## config.mk

```make
export PLATFORM = sky130hd
export DESIGN_NAME = watch_set_ctrl_flat
export DESIGN_NICKNAME = d
export VERILOG_FILES = /design/src/rtl/watch_pkg.sv /design/src/rtl/watch_set_if.sv /design/src/rtl/watch_set_ctrl_btn_debounce.sv /design/src/rtl/watch_set_ctrl.sv /design/src/flat_wrapper.sv
export SDC_FILE = /design/constraint.sdc
export NUM_CORES = 1
export LEC_CHECK = 0
export CORE_AREA = 5 5 54 56
export CTS_BUF_LIST = sky130_fd_sc_hd__clkbuf_16
export DETAILED_ROUTE_END_ITERATION = 8
export DIE_AREA = 0 0 59 61
export PLACE_DENSITY = 0.73
export RECOVER_POWER = 25
export REMOVE_ABC_BUFFERS = 1
export SLEW_MARGIN = 30
export SYNTH_ARGS = -nofsm -noshare
export SYNTH_HDL_FRONTEND = slang
export SYNTH_SLANG_ARGS = --single-unit
export TNS_END_PERCENT = 5
```

## constraint.sdc

```tcl
create_clock -name clk -period 3.6 [get_ports clk]
set_clock_uncertainty 0.15 [all_clocks]
set_input_delay 0.54 -clock clk [delete_from_list [all_inputs] [get_ports clk]]
set_output_delay 0.54 -clock clk [all_outputs]
set_load 0.02 [all_outputs]
```

## src/rtl/watch_pkg.sv

```systemverilog
// Shared types and default timing constants for the watch time-setting front end.
package watch_pkg;

    typedef enum logic [1:0] {
        RUN      = 2'd0,
        SET_HOUR = 2'd1,
        SET_MIN  = 2'd2
    } set_state_t;

    localparam int DEF_DEBOUNCE_CYCLES = 4;
    localparam int DEF_TIMEOUT_CYCLES  = 64;
    localparam int DEF_REPEAT_DELAY    = 16;
    localparam int DEF_REPEAT_PERIOD   = 4;

    function automatic int max2(input int a, input int b);
        return (a > b) ? a : b;
    endfunction

endpackage

```

## src/rtl/watch_set_if.sv

```systemverilog
// Time-setting command bundle from the controller to the hour/minute counters.
interface watch_set_if;

    // valid_response is a one-cycle strobe with no ready/backpressure: the consumer
    // must accept it in the cycle it is high; mode/change_* are levels stable around it.
    logic       mode;
    logic       change_hour;
    logic       change_min;
    logic       valid_response;
    logic [1:0] set_state;

    modport master (
        output mode,
        output change_hour,
        output change_min,
        output valid_response,
        output set_state
    );

    modport slave (
        input mode,
        input change_hour,
        input change_min,
        input valid_response,
        input set_state
    );

endinterface

```

## src/rtl/watch_set_ctrl_btn_debounce.sv

```systemverilog
// Raw push-button conditioning: 2-flop synchroniser, stable-sample debounce, rising-edge pulse.
module btn_debounce #(
    parameter int DEBOUNCE_CYCLES = 4
) (
    input  logic clk,
    input  logic rst,
    input  logic btn,
    output logic level,
    output logic press
);

    localparam int CW = $clog2(DEBOUNCE_CYCLES + 1);

    logic [1:0]    sync;
    logic [CW-1:0] cnt;
    logic          level_q;

    // The counter only runs while the synchronised sample disagrees with the
    // accepted level, so it tops out at DEBOUNCE_CYCLES-1 and never wraps.
    always_ff @(posedge clk or posedge rst) begin
        if (rst) begin
            sync    <= 2'b00;
            cnt     <= '0;
            level   <= 1'b0;
            level_q <= 1'b0;
        end else begin
            sync    <= {sync[0], btn};
            level_q <= level;
            if (sync[1] == level) begin
                cnt <= '0;
            end else if (cnt == CW'(DEBOUNCE_CYCLES - 1)) begin
                level <= ~level;
                cnt   <= '0;
            end else begin
                cnt <= cnt + CW'(1);
            end
        end
    end

    assign press = level & ~level_q;

endmodule

```

## src/rtl/watch_set_ctrl.sv

```systemverilog
// RUN -> SET_HOUR -> SET_MIN -> RUN setting controller with idle timeout.
// Auto-repeat of held INC is built only when WATCH_SET_AUTO_REPEAT_EN is defined.
module watch_set_ctrl
    import watch_pkg::*;
#(
    parameter int DEBOUNCE_CYCLES = DEF_DEBOUNCE_CYCLES,
    parameter int TIMEOUT_CYCLES  = DEF_TIMEOUT_CYCLES,
    parameter int REPEAT_DELAY    = DEF_REPEAT_DELAY,
    parameter int REPEAT_PERIOD   = DEF_REPEAT_PERIOD
) (
    input  logic               clk,
    input  logic               rst,
    input  logic               btn_mode,
    input  logic               btn_inc,
    watch_set_if.master        cmd
);

    localparam int TW = $clog2(TIMEOUT_CYCLES + 1);

    logic          mode_level, mode_press;
    logic          inc_level, inc_press;
    logic          inc_fire;
    logic          in_set, in_set_nx, timeout, strobe_nx;
    logic          unused_levels;
    set_state_t    state, state_nx;
    logic [TW-1:0] idle_cnt;

    btn_debounce #(.DEBOUNCE_CYCLES(DEBOUNCE_CYCLES)) u_db_mode (
        .clk   (clk),
        .rst   (rst),
        .btn   (btn_mode),
        .level (mode_level),
        .press (mode_press)
    );

    btn_debounce #(.DEBOUNCE_CYCLES(DEBOUNCE_CYCLES)) u_db_inc (
        .clk   (clk),
        .rst   (rst),
        .btn   (btn_inc),
        .level (inc_level),
        .press (inc_press)
    );

    assign unused_levels = ^{mode_level, inc_level};

    assign in_set    = (state == SET_HOUR) || (state == SET_MIN);
    assign in_set_nx = (state_nx == SET_HOUR) || (state_nx == SET_MIN);
    assign timeout   = in_set && (idle_cnt == TW'(TIMEOUT_CYCLES - 1));

`ifdef WATCH_SET_AUTO_REPEAT_EN
    localparam int RW = $clog2(max2(REPEAT_DELAY, REPEAT_PERIOD) + 1);

    logic          rep_active, rep_first, rep_fire;
    logic [RW-1:0] rep_cnt;

    // Repeats only follow a real INC strobe; a level held into a SET state never arms them.
    assign rep_fire = rep_active && inc_level && in_set &&
                      (rep_first ? (rep_cnt == RW'(REPEAT_DELAY - 1))
                                 : (rep_cnt == RW'(REPEAT_PERIOD - 1)));

    always_ff @(posedge clk or posedge rst) begin
        if (rst) begin
            rep_active <= 1'b0;
            rep_first  <= 1'b0;
            rep_cnt    <= '0;
        end else if (!inc_level || mode_press || !in_set_nx) begin
            rep_active <= 1'b0;
            rep_first  <= 1'b0;
            rep_cnt    <= '0;
        end else if (inc_press) begin
            rep_active <= 1'b1;
            rep_first  <= 1'b1;
            rep_cnt    <= '0;
        end else if (rep_fire) begin
            rep_first <= 1'b0;
            rep_cnt   <= '0;
        end else if (rep_active && (rep_cnt != RW'(max2(REPEAT_DELAY, REPEAT_PERIOD)))) begin
            rep_cnt <= rep_cnt + RW'(1);
        end
    end

    assign inc_fire = inc_press | rep_fire;
`else
    assign inc_fire = inc_press;
`endif

    // Priority inside a SET state: MODE press, then increment, then timeout.
    always_comb begin
        state_nx  = state;
        strobe_nx = 1'b0;
        case (state)
            RUN: begin
                if (mode_press) state_nx = SET_HOUR;
            end
            SET_HOUR: begin
                if (mode_press)    state_nx  = SET_MIN;
                else if (inc_fire) strobe_nx = 1'b1;
                else if (timeout)  state_nx  = RUN;
            end
            SET_MIN: begin
                if (mode_press)    state_nx  = RUN;
                else if (inc_fire) strobe_nx = 1'b1;
                else if (timeout)  state_nx  = RUN;
            end
            default: state_nx = RUN;
        endcase
    end

    always_ff @(posedge clk or posedge rst) begin
        if (rst) begin
            state              <= RUN;
            idle_cnt           <= '0;
            cmd.mode           <= 1'b0;
            cmd.change_hour    <= 1'b0;
            cmd.change_min     <= 1'b0;
            cmd.valid_response <= 1'b0;
        end else begin
            state              <= state_nx;
            cmd.mode           <= in_set_nx;
            cmd.change_hour    <= (state_nx == SET_HOUR);
            cmd.change_min     <= (state_nx == SET_MIN);
            cmd.valid_response <= strobe_nx;
            if (!in_set_nx || (state_nx != state) || mode_press || inc_fire) begin
                idle_cnt <= '0;
            end else if (!timeout) begin
                idle_cnt <= idle_cnt + TW'(1);
            end
        end
    end

    assign cmd.set_state = state;

endmodule

```

## src/flat_wrapper.sv

```systemverilog
// flat-port wrapper written by rule: the top's interface ports become plain ports
module watch_set_ctrl_flat import watch_pkg::*;
#(
    parameter int DEBOUNCE_CYCLES = DEF_DEBOUNCE_CYCLES,
    parameter int TIMEOUT_CYCLES  = DEF_TIMEOUT_CYCLES,
    parameter int REPEAT_DELAY    = DEF_REPEAT_DELAY,
    parameter int REPEAT_PERIOD   = DEF_REPEAT_PERIOD
)
  (clk, rst, btn_mode, btn_inc, cmd_mode, cmd_change_hour, cmd_change_min, cmd_valid_response, cmd_set_state);
  watch_set_if cmd_i ();
  input  logic clk;
  input  logic rst;
  input  logic btn_mode;
  input  logic btn_inc;
  output wire logic [$bits(cmd_i.mode)-1:0] cmd_mode;
  output wire logic [$bits(cmd_i.change_hour)-1:0] cmd_change_hour;
  output wire logic [$bits(cmd_i.change_min)-1:0] cmd_change_min;
  output wire logic [$bits(cmd_i.valid_response)-1:0] cmd_valid_response;
  output wire logic [$bits(cmd_i.set_state)-1:0] cmd_set_state;
  assign cmd_mode = cmd_i.mode;
  assign cmd_change_hour = cmd_i.change_hour;
  assign cmd_change_min = cmd_i.change_min;
  assign cmd_valid_response = cmd_i.valid_response;
  assign cmd_set_state = cmd_i.set_state;
  watch_set_ctrl #(.DEBOUNCE_CYCLES(DEBOUNCE_CYCLES), .TIMEOUT_CYCLES(TIMEOUT_CYCLES), .REPEAT_DELAY(REPEAT_DELAY), .REPEAT_PERIOD(REPEAT_PERIOD)) u_core (.clk(clk), .rst(rst), .btn_mode(btn_mode), .btn_inc(btn_inc), .cmd(cmd_i));
endmodule
```

# After elaboration in Yosys (flattened, before gate mapping)
# Cells that the tools add are included.
dict set report classes {
  n_bitwise 8
  n_addsub 3
  n_reduce_logical 11
  n_mux 15
  eq_ne 11
}
# operator count
set ops {}
lappend ops {{7-bit 2-to-1 mux} 2}
lappend ops {{3-bit 2-to-1 mux} 4}
lappend ops {{2-bit 2-to-1 mux} 5}
lappend ops {{7-bit by 1-bit adder with 7-bit output, second input constant} 1}
lappend ops {{7-bit by 6-bit equality test with 1-bit output, second input constant} 1}
lappend ops {{3-bit by 1-bit adder with 3-bit output, second input constant} 2}
lappend ops {{3-bit by 2-bit equality test with 1-bit output, second input constant} 2}
lappend ops {{1-bit NOT} 6}
lappend ops {{2-bit case mux with 3 select lines} 1}
lappend ops {{1-bit logical OR} 5}
lappend ops {{2-bit by 1-bit equality test with 1-bit output, second input constant} 2}
lappend ops {{2-bit equality test, second input constant} 2}
lappend ops {{2-bit AND reduction} 2}
lappend ops {{1-bit 2-to-1 mux} 3}
lappend ops {{1-bit bitwise AND} 2}
lappend ops {{1-bit equality test} 2}
lappend ops {{2-bit logical NOT} 1}
lappend ops {{2-bit != test} 1}
lappend ops {{2-bit != test, second input constant} 1}
lappend ops {{2-bit OR reduction} 1}
lappend ops {{1-bit logical AND} 1}
lappend ops {{1-bit logical NOT} 1}
dict set report totals {
  register_bits 27
  wordCells 62
  inputBits 4
}

# Depth between registers and ports, before layout
dict set report logic_depth {
  ltp_word 14
  depth_mapped 10
}

# Cells and area by module
# Synthesis repeated with hierarchy kept, for this count alone.
dict set report unflattened {
  hier_cells 98
  area_unflattened_um2 1231.2
}
# module seq_area_each_um2 instances cells_per_inst area_per_inst_um2
set by_module_without_submodules {}
lappend by_module_without_submodules {watch_set_ctrl 325.3 1 66 718.2}
lappend by_module_without_submodules {btn_debounce 175.2 2 16 256.5}

# Worst setup path after synthesis
# Ideal clock, no wire load.
dict set report synth_path {
  path_kind {reg-to-reg}
  start {reg u_core.state[1] (netlist: u_core.cmd.set_state[1])}
  end {reg u_core.idle_cnt[2]}
  t_arrival_ps 2631
  setup_slack_ps 708
  path_stages_with_launch 11
  synth_period_minus_slack_ps 2892
  required_time_ps 3339
  path_buffers 1
  cell_sequence {dfrtp_1 -> buf_6 -> inv_1 -> ha_1 -> nand3b_2 -> or2_1 -> o311ai_4 -> inv_2 -> ha_1 -> a211o_1 -> a2111oi_2}
}
dict set report synth_between {
  elab_chain_cells 14
  word_cells_on_any_way 21
  cone_classes {6 x eq/ne; 7 x mux; 8 x reduce/logical}
}
# element line_no
set synth_rtl {}
lappend synth_rtl {{from (decl)} watch_set_ctrl.sv:25} ;# set_state_t state, state_nx;
lappend synth_rtl {{from (signal assigned)} watch_set_ctrl.sv:118} ;# state <= state_nx;
lappend synth_rtl {{2-bit by 1-bit equality test with 1-bit output / 2-bit equality test (equally long branches)} {watch_set_ctrl.sv:46, watch_set_ctrl.sv:91}}
lappend synth_rtl {{1-bit logical OR} watch_set_ctrl.sv:46} ;# assign in_set = (state == SET_HOUR) || (state == SET_MIN);
lappend synth_rtl {{1-bit logical AND} watch_set_ctrl.sv:48} ;# assign timeout = in_set && (idle_cnt == TW'(TIMEOUT_CYCLES - 1));
lappend synth_rtl {{2-bit 2-to-1 mux} {watch_set_ctrl.sv:98, watch_set_ctrl.sv:103}}
lappend synth_rtl {{2-bit 2-to-1 mux} watch_set_ctrl.sv:97} ;# else if (inc_fire) strobe_nx = 1'b1;
lappend synth_rtl {{2-bit 2-to-1 mux (on tied branches)} {watch_set_ctrl.sv:101, watch_set_ctrl.sv:96}}
lappend synth_rtl {{2-bit case mux with 3 select lines *} watch_set_ctrl.sv:91} ;# case (state)
lappend synth_rtl {{net u_core.state_nx[1]} watch_set_ctrl.sv:25}
lappend synth_rtl {{2-bit by 1-bit equality test with 1-bit output / 2-bit equality test (equally long branches)} watch_set_ctrl.sv:47} ;# assign in_set_nx = (state_nx == SET_HOUR) || (state_nx == SET_MIN);
lappend synth_rtl {{1-bit logical OR} watch_set_ctrl.sv:47}
lappend synth_rtl {{1-bit logical NOT} watch_set_ctrl.sv:123} ;# if (!in_set_nx || (state_nx != state) || mode_press || inc_fire) begin
lappend synth_rtl {{1-bit logical OR * (3 in series)} watch_set_ctrl.sv:123}
lappend synth_rtl {{2-bit != test (no source line) / 7-bit 2-to-1 mux (equally long branches)} n/a}
lappend synth_rtl {{to (signal assigned)} watch_set_ctrl.sv:126} ;# idle_cnt <= idle_cnt + TW'(1);
lappend synth_rtl {{to (decl)} watch_set_ctrl.sv:26} ;# logic [TW-1:0] idle_cnt;
# The timed path passes the listed nets; every way through them passes the cells marked *.
# A chain may end at the register's enable or synchronous reset.

# Worst setup path in the final report
dict set report layout_path {
  start {reg u_core.state[1] (netlist: u_core.cmd.set_state[1])}
  end {reg u_core.idle_cnt[6]}
}
# The elaborated chain is that of the path after synthesis.

==> summary.md <==
| Metric | Value |
|---|---|
| Sequential share of the synthesized area | 0.5433 |
| Initial antenna violation count | 0 |
| Vias in the first global route | 863 |
| Leakage | 0.6572 nW |
| Overflow after GRT | 0 |
| Fin. max-slew vios | 0 |
| Max-Cap Viols | 0 |
| Share of layout cells above drive strength 1 | 0.1455 |
| Final number of setup-violating endpoints | 0 |
| Post-layout minimum cycle time | ~3.1 ns |
| Worst-path clk slew | about 0.07 ns |
| Reg2reg start | u_core.cmd.set_state[1]$_DFF_PP0_ |
| CTS H-Tree Depth | 1 |
| RSZ-0062 raised after global routing | no |
| Asr flop ratio synth | 1.000 |
| Placed cell area | ~1400 um2 |
| Pwr/cell area | roughly 750 nW/um2 |
| CP Launch Type | flop |
| Post-Route WL | 2079 um |
| CP Capture Type | flop |
| Routed Antenna Nets | 0 |
| Worst Reg-to-Reg Cells | 9 |
| Hold Crit Endpoint | u_core.u_db_inc.sync[1]$_DFF_PP0_ |
| Final TNS setup | 0 ns |
| Initial Util | 0.5210 |
| Rows | 18 |
| Netlist cell types | 30 |
| Post-DP HPWL | roughly 1600 um |
| Initial DRC Count | 35 |
| Worst-skew pair later-pin latency | between 0.2 and 0.3 ns |
| Layout Nets | 124 |
| Mean post-synth cell area | approximately 13 um2 |
| FILL cells | about 200 |
| Total die area | 3599 um2 |
| Core region area | roughly 2400 um2 |
| Setup Crit Path Kind | reg2reg |
| Post-synth EDFFs | 0 |
| Crit path DAT | roughly 3.1 ns |
| CTS buffer count | 3 |
| # port buffers | 9 |
| Placer Congestion | 0.8130 |
| Final hold violations | 0 |
| R2r endpoint | u_core.idle_cnt[6]$_DFFE_PP0P_ |
| FF+latch count, synth | 27 |
| Cts hold-fix bufs | 0 |
| Die height | approximately 61 um |
| Most common cell after layout, fill and taps aside | dfrtp_1 |
| Drt pass-1 iters | 4 |
| Hold WC Path Type | reg2reg |
| First-pass GRT wire length | ~3800 um |
| Sink Count | 27 |
| IO Count | 10 |
| R2r setup slk | between 0.4 and 0.5 ns |
| Design area | between 1000 and 1500 um2 |
| Outcome | finished clean |
| DR vias | 806 |
| Total Routing Usage GR | 0.1427 |
| CTS tree | yes |
| CP max FO | 12 |
| Hold path start | u_core.u_db_inc.sync[0]$_DFF_PP0_ |
| Die width | slightly below 60 um |
| Mapped Area | about 1200 um2 |
| Area growth from synthesis to layout | 16.10% |
| Max Fclk | between 0.3 and 0.4 GHz |
| DRC Markers | 0 |
| Most frequent cells in the layout | 27 x dfrtp_1, 9 x ha_1, 6 x a211oi_1, 6 x clkdlybuf4s50_1 |
| Largest net degree at the start of global routing | 28 |
| Cells after Synth | 98 |
| ANT cells | 0 |
| WP data required | around 3.6 ns |
| Yosys warns | 0 |
| Resized cells post-CTS | 0 |
| Tcrit/Tclk final | 0.8700 |
| Post-CTS setup buffers | 0 |
| Wire per inst | 14.85 um |
| Root Buffer | clkbuf_16 |
| Vias/cell | 5.757 |
| Cell count of the worst hold path | 0 |
| CTS Buffer Depth | 2 |
| Peak supply drop | approximately 0.57 mV |
| Main flop type after synthesis | dfrtp_1 |
| Worst-Margin Slew | around 0.98 ns |
| Slew HR | 0.3440 |
-- power by group --
part	internal (W)	leakage [nW]	switching [W]
combinational	0.000176	0.266	0.000223
clock	0.000154	0.0415	0.000106
sequential	0.000380	0.350	0.0000508
-- flip-flops by register name, indices dropped and copies added (netlist names) --
signal                     cells
u_core.cmd.change_min          1
u_core.u_db_mode.level_q       1
u_core.cmd.set_state           2
u_core.cmd.change_hour         1
u_core.cmd.valid_response      1
u_core.u_db_inc.sync           2
u_core.u_db_mode.level         1
u_core.u_db_mode.sync          2
u_core.u_db_inc.level          1
u_core.cmd.mode                1
u_core.u_db_inc.cnt            3
u_core.u_db_mode.cnt           3
u_core.u_db_inc.level_q        1
u_core.idle_cnt                7
-- routing by layer --
metal	wire length (um)	up-vias	track usage
li1	-	379	-
met1	914	393	0.1689
met2	1000	29	0.2413
met3	117	5	0.03191
met4	46	0	0.07767
met5	0	-	0
-- critical path, cell delays in order, from the launching register on --
cell      delay [ns]
dfrtp_1         0.57
inv_1           0.12
ha_1            0.34
nand3b_2        0.14
or2_1           0.27
o311ai_4        0.48
inv_2           0.07
ha_1            0.30
a211o_1         0.33
a211oi_1        0.26
-- final cells by class --
class	instances	area [um2]	share of cell area
clock inverters	1	8.758	0.006066
well taps	30	37.54	0.02600
repair buffers	9	90.09	0.06239
inverters	6	22.52	0.01560
clock buffers	3	75.07	0.05199
multi-input cells	64	534.3	0.3700
flip-flops and latches	27	675.6	0.4679
-- cells by family (layout without fill, tap and decap cells) --
family | after synthesis | in the layout | synth area share
flops | 27 | 27 | 0.5433
simple gates | 26 | 26 | 0.1328
compound gates | 19 | 19 | 0.1278
fa+ha+maj | 9 | 9 | 0.09054
buf+inv | 7 | 19 | 0.02716
xor+xnor | 5 | 5 | 0.03522
mux | 5 | 5 | 0.04326
-- stage by stage --
stage                     utilization  setup WS [ns]  total power, W  hold WS, ns  instances
after detailed placement       0.5697         0.4997       0.0008385       0.1903        136
after global routing           0.6048         0.1598        0.001164       0.2192        140
after global placement         0.5697         0.5961       0.0008208       0.1844        136
after CTS                      0.6048         0.4397        0.001101       0.2054        140
after floorplan                     -         0.6773       0.0007131       0.1812         97
final                          0.6048         0.4679        0.001089       0.2030        140
-- synthesized netlist by cell type (2+ instances only) --
cell type	n	share of area
and3_2	2	0.012
dfrtp_1	27	0.54
or2b_2	2	0.014
a21oi_1	3	0.012
xnor2_1	2	0.014
ha_1	9	0.091
nor2b_1	3	0.015
nor3_1	3	0.012
nand3_1	2	0.0080
mux2i_1	2	0.016
inv_1	5	0.015
nand2_1	2	0.0060
o2111ai_1	2	0.014
xor2_1	3	0.021
mux2_2	3	0.027
nor3b_1	3	0.018
nor2_1	5	0.015
o21ai_0	3	0.012
a211oi_1	6	0.036
-- how the worst max path moves through the flow --
stage | start | to | slack (ns) | cells past startpoint
floorplan | u_core.cmd.set_state[1]$_DFF_PP0_ | u_core.idle_cnt[2]$_DFFE_PP0P_ | 0.68 | 9
global placement | u_core.cmd.set_state[1]$_DFF_PP0_ | u_core.idle_cnt[0]$_DFFE_PP0P_ | 0.60 | 9
detailed placement | u_core.cmd.set_state[1]$_DFF_PP0_ | u_core.idle_cnt[4]$_DFFE_PP0P_ | 0.50 | 9
CTS | u_core.cmd.set_state[1]$_DFF_PP0_ | u_core.idle_cnt[6]$_DFFE_PP0P_ | 0.44 | 9
global route | u_core.cmd.set_state[1]$_DFF_PP0_ | u_core.idle_cnt[5]$_DFFE_PP0P_ | 0.16 | 9
finish | u_core.cmd.set_state[1]$_DFF_PP0_ | u_core.idle_cnt[6]$_DFFE_PP0P_ | 0.47 | 9
(Power assumes the default switching activity.)
